<file path="src/rtl/clk_div_pkg.sv">
// rtl/clk_div_pkg.sv - shared defaults, clog2 helper and channel-state encoding
package clk_div_pkg;

  localparam int WIDTH_DEF       = 27;
  localparam int DEFAULT_DIV_DEF = 100_000_000;

  localparam logic [1:0] ST_HALT = 2'd0;  // D == 0
  localparam logic [1:0] ST_PASS = 2'd1;  // D == 1
  localparam logic [1:0] ST_RUN  = 2'd2;  // D >= 2

  function automatic int clog2(input int n);
    int r;
    r = 0;
    for (int v = n - 1; v > 0; v = v >> 1) r++;
    return r;
  endfunction

endpackage

</file>
<file path="src/rtl/clk_div_chan.sv">
// rtl/clk_div_chan.sv - one divider channel: counter, active/pending divisor, clk_out/tick
// sync_in port exists only when CLKDIV_SYNC_EN is defined.
module clk_div_chan
  import clk_div_pkg::*;
#(
  parameter int WIDTH       = WIDTH_DEF,
  parameter int DEFAULT_DIV = DEFAULT_DIV_DEF
) (
  input  logic             clk_in,
  input  logic             rst_n,
  input  logic             en,
  input  logic             wr_en,
  input  logic [WIDTH-1:0] wr_data,
`ifdef CLKDIV_SYNC_EN
  input  logic             sync_in,
`endif
  output logic             pend_full,
  output logic             clk_out,
  output logic             tick
);

  logic [WIDTH-1:0] count, count_n;
  logic [WIDTH-1:0] d_act, d_n;
  logic [WIDTH-1:0] pend, pend_n;
  logic             full_n, clk_n, tick_n;
  logic [1:0]       st;
  logic             wrap;

  assign st   = (d_act == '0) ? ST_HALT : (d_act == WIDTH'(1)) ? ST_PASS : ST_RUN;
  assign wrap = en && (st == ST_RUN) && (count == d_act - WIDTH'(1));

  always_comb begin
    count_n = count;
    clk_n   = clk_out;
    tick_n  = 1'b0;
    d_n     = d_act;
    pend_n  = pend;
    full_n  = pend_full;
    case (st)
      ST_HALT: begin
        count_n = '0;
        clk_n   = 1'b0;
      end
      ST_PASS: begin
        count_n = '0;
        if (en) begin
          clk_n  = 1'b1;
          tick_n = 1'b1;
        end
      end
      default: begin
        if (en) begin
          if (wrap) begin
            count_n = '0;
            tick_n  = 1'b1;
          end else begin
            count_n = count + WIDTH'(1);
          end
          // level is registered against the count it will sit at next cycle
          clk_n = (count_n >= d_act - (d_act >> 1));
        end
      end
    endcase
    // a stopped or pass-through channel has no period boundary to wait for
    if (pend_full && (wrap || st != ST_RUN)) begin
      d_n     = pend;
      full_n  = 1'b0;
      count_n = '0;
    end
`ifdef CLKDIV_SYNC_EN
    if (sync_in) begin
      count_n = '0;
      clk_n   = 1'b0;
      tick_n  = 1'b0;
      if (pend_full) begin
        d_n    = pend;
        full_n = 1'b0;
      end
    end
`endif
    if (wr_en && !pend_full) begin
      pend_n = wr_data;
      full_n = 1'b1;
    end
  end

  always_ff @(posedge clk_in or negedge rst_n) begin
    if (!rst_n) begin
      count     <= '0;
      d_act     <= WIDTH'(DEFAULT_DIV);
      pend      <= '0;
      pend_full <= 1'b0;
      clk_out   <= 1'b0;
      tick      <= 1'b0;
    end else begin
      count     <= count_n;
      d_act     <= d_n;
      pend      <= pend_n;
      pend_full <= full_n;
      clk_out   <= clk_n;
      tick      <= tick_n;
    end
  end

endmodule

</file>
<file path="src/rtl/clk_div_prog.sv">
// rtl/clk_div_prog.sv - multi-channel programmable clock/tick generator
// Optional CLKDIV_SYNC_EN adds sync_in to phase-align all channels.
module clk_div_prog
  import clk_div_pkg::*;
#(
  parameter  int CHANNELS    = 2,
  parameter  int WIDTH       = WIDTH_DEF,
  parameter  int DEFAULT_DIV = DEFAULT_DIV_DEF,
  localparam int SEL_W       = (clog2(CHANNELS) < 1) ? 1 : clog2(CHANNELS)
) (
  input  logic                clk_in,
  input  logic                rst_n,
  input  logic [CHANNELS-1:0] en,
  input  logic                div_valid,
  input  logic [SEL_W-1:0]    div_sel,
  input  logic [WIDTH-1:0]    div_data,
  output logic                div_ready,
`ifdef CLKDIV_SYNC_EN
  input  logic                sync_in,
`endif
  output logic [CHANNELS-1:0] clk_out,
  output logic [CHANNELS-1:0] tick
);

  logic [CHANNELS-1:0] pend_full;
  logic [CHANNELS-1:0] wr_sel;

  // out-of-range selects match no channel, so ready stays low and the write drops
  always_comb begin
    div_ready = 1'b0;
    wr_sel    = '0;
    for (int c = 0; c < CHANNELS; c++) begin
      if (div_sel == SEL_W'(c)) begin
        div_ready = !pend_full[c];
        wr_sel[c] = div_valid;
      end
    end
  end

  for (genvar g = 0; g < CHANNELS; g++) begin : g_chan
    clk_div_chan #(
      .WIDTH       (WIDTH),
      .DEFAULT_DIV (DEFAULT_DIV)
    ) u_chan (
      .clk_in    (clk_in),
      .rst_n     (rst_n),
      .en        (en[g]),
      .wr_en     (wr_sel[g]),
      .wr_data   (div_data),
`ifdef CLKDIV_SYNC_EN
      .sync_in   (sync_in),
`endif
      .pend_full (pend_full[g]),
      .clk_out   (clk_out[g]),
      .tick      (tick[g])
    );
  end

endmodule
</file>
<file path="config.mk">
export PLATFORM = sky130hd
export DESIGN_NAME = clk_div_prog
export DESIGN_NICKNAME = d
export VERILOG_FILES = /design/src/rtl/clk_div_pkg.sv /design/src/rtl/clk_div_chan.sv /design/src/rtl/clk_div_prog.sv
export SDC_FILE = /design/constraint.sdc
export NUM_CORES = 1
export LEC_CHECK = 0
export CAP_MARGIN = 20
export CORE_MARGIN = 4
export CORE_UTILIZATION = 55
export CTS_CLUSTER_DIAMETER = 40
export DETAILED_ROUTE_END_ITERATION = 10
export PLACE_DENSITY = 0.77
export SLEW_MARGIN = 20
export SYNTH_ARGS = -nofsm -noshare
export SYNTH_HDL_FRONTEND = slang
export SYNTH_HIERARCHICAL = 1
export SYNTH_SLANG_ARGS = --single-unit
</file>
<file path="constraint.sdc">
create_clock -name clk_in -period 11.7 [get_ports clk_in]
set_input_delay 1.755 -clock clk_in [delete_from_list [all_inputs] [get_ports clk_in]]
set_output_delay 1.755 -clock clk_in [all_outputs]
set_load 0.1 [all_outputs]
</file>
==> flow_summary.toml <==
[outcome]
status = "finished clean"

[sta]
worstMarginPinSlew_ns = 1.05
min_period_ns = 6.47
max_freq_mhz = 154
period_share_pct = 55.3
fin_skew_ns = 0.0124
grt_setup_unrepaired = "no"
finalHoldViolations = 0
relSlewSlack_pct = 29.2
setup-tns-final_ns = 0
setup_viol = 0
slew_viol_final = 0

[drt]
wl_per_cell_um = 19.1
drtPass1Iterations = 5
via_count = 12500
drtIter0Drc = 1030
routed_wl_um = 40000
routed_via_density = 5.95
route.detailed.drc = 0
antenna_left = 0

[clock_network]
cts_tree = "done"
cts.sinks = 168
insertion_delay_ns = 0.45
htreeDepth = 4
cts_setup_buffers = 0
clockBufferDepth = 2
hold_buffers = 0
post_cts_resize_count = 0
cts.clk_slew.worst_paths_ns = 0.08
cts_root_buffer = "clkbuf_16"
cts_buffers = 17

[setup_path]
crit_arrival_ns = 6.80
timing.rr.start = "g_chan[1].u_chan/d_act[2]"
reg2reg_to = "g_chan[1].u_chan/clk_out"
worstSetupStartpoint = "en[1]"
rrSetupSlack_ns = 5.92
setup.worst_path.end = "g_chan[1].u_chan/clk_out"
criticalPathCategory = "input pin to flip-flop"
ff2ff_path_depth = 21
critPathCaptureType = "flip-flop"
cp_max_fo = 28
startpoint_type = "input pin"
required_ns = 12.03

[finish]
drive_gt1_share_pct = 13.0
syn_to_final_growth_pct = 7.53
fin_nets = 1921
fillers = 2435
mostFrequentLayoutCells = "180 x ha_1, 163 x nor2_1, 144 x dfrtp_1, 142 x xnor2_1, 115 x inv_1"
regArea_sq_mm = 0.00423
diodes = 0
layout_commonest_cell = "ha_1"
multi_input_area_sq_mm = 0.0105

[global_routing]
grt-ovfl-total = 0
grt_use_total_pct = 25.9
grt_start_max_net_pins = 100
antenna_found_initial = 0
grt_pass1_vias = 12100
grt_pass1_wl_um = 64600

[floorplanning]
start_util_pct = 55.8
die_h_um = 176
dieArea_sq_mm = 0.0310
core_area_sq_mm = 0.0279
rows = 61
die_w_um = 176
num_io_pins = 38

[synth]
synthArstFlopShare_pct = 100
syn_nets = 1927
ys_seq_elements = 168
synth-edff-count = 0
synth_seq_area_share_pct = 27.3
synth_cells = 1712
ys.flop_type = "dfrtp_1"
ys_warn_count = 6
syn_area_per_cell_sq_um = 9.07
yosysUniqueCellTypes = 94
syn_area_sq_mm = 0.0155

[place]
port_buffers = 37
place_hpwl_um = 31100
gp_congestion = 0.953

[worst_hold_path]
worstHoldPathType = "flip-flop to flip-flop"

[job]
cap_violations = 0
==> cell usage after synthesis (all sizes together), types with 19 or more instances <==
cell / n / share of area, %
a21oi: 74 / 2.5
and3: 32 / 1.3
buf: 31 / 1.3
clkbuf: 39 / 0.96
dfrtp: 144 / 23
dfstp: 24 / 4.1
ha: 180 / 15
inv: 115 / 2.8
mux2: 109 / 8.9
nand2: 97 / 2.4
nand3: 54 / 1.7
nand4: 39 / 1.6
nor2: 164 / 4.1
nor2b: 25 / 1.0
nor3: 44 / 1.5
nor4: 19 / 0.85
o21ai: 49 / 1.7
o21bai: 21 / 1.0
xnor2: 142 / 8.0
xor2: 78 / 4.4
==> logic make-up (layout without fill, tap and decap cells) <==
family                   count (synthesis)  in the layout  synth area share (%)
AO/OA/AOI/OAI                          271            271                  11.9
flip-flops                             168            168                  27.3
XOR/XNOR                               220            220                  12.4
multiplexers                           120            120                  9.58
AND/OR/NAND/NOR                        565            565                  19.0
adder cells (fa/ha/maj)                182            182                  14.8
buffers and inverters                  186            193                  5.10
==> flip-flops by register name, indices dropped and copies added, names as in the netlist <==
register / cells
g_chan.u_chan/count: 54
g_chan.u_chan/d_act: 54
g_chan.u_chan/pend: 54
g_chan.u_chan/clk_out: 2
g_chan.u_chan/pend_full: 2
g_chan.u_chan/tick: 2
==> metal layers <==
metal | share of wire (%) | GRT usage, % | vias up
li1 | - | - | 5980
met1 | 45 | 35.8 | 6067
met2 | 47 | 42.7 | 360
met3 | 4.8 | 3.40 | 66
met4 | 2.5 | 7.44 | 0
met5 | 0 | 0 | -
==> layout make-up <==
type	count	area share, %
multi-input combinational	1358	63.0
clock buffer	17	2.55
inverter	116	2.61
clock inverter	15	1.09
tap	378	2.83
sequential	168	25.4
timing repair buffer	45	2.58
==> how the worst min path moves through the flow <==
stage,slack (ns),cells after the start,startpoint,end
CTS,0.51,1,g_chan[0].u_chan/pend[14],g_chan[0].u_chan/d_act[14]
detailed placement,0.49,1,g_chan[0].u_chan/pend[15],g_chan[0].u_chan/d_act[15]
finish,0.51,1,g_chan[0].u_chan/pend[14],g_chan[0].u_chan/d_act[14]
global placement,0.48,1,g_chan[0].u_chan/pend[15],g_chan[0].u_chan/d_act[15]
floorplan,0.47,1,g_chan[0].u_chan/pend[20],g_chan[0].u_chan/pend[20]
global route,0.52,1,g_chan[0].u_chan/pend[18],g_chan[0].u_chan/d_act[18]
==> worst max-delay path, cell delays in order <==
cell             delay, ns
clkdlybuf4s50_1       1.06
inv_1                 0.36
nor3_1                0.31
and3b_1               0.19
nand4_1               0.07
or4_1                 0.68
nor2_8                0.38
nor2b_1               0.10
ha_1                  0.32
nor2b_1               0.14
o21a_1                0.17
o21a_1                0.17
o21ai_0               0.16
a21oi_1               0.10
o21ai_0               0.27
a21oi_1               0.11
o311ai_0              0.33
a21oi_1               0.11
==> per-stage QoR <==
stage	area, sq um	instances	hold slack [ns]	worst slack (ns)	utilization (%)
floorplan	15500	1712	0.475	6.36	-
global placement	16100	2065	0.482	4.97	57.8
detailed placement	16100	2065	0.486	4.84	57.8
CTS	16700	2097	0.507	5.28	59.9
global route	16700	2097	0.521	4.80	60.0
finish	16700	2097	0.507	5.23	60.0
Power is not shown: default switching activity piles up to over one toggle a cycle in this logic, so the estimate is an artifact.
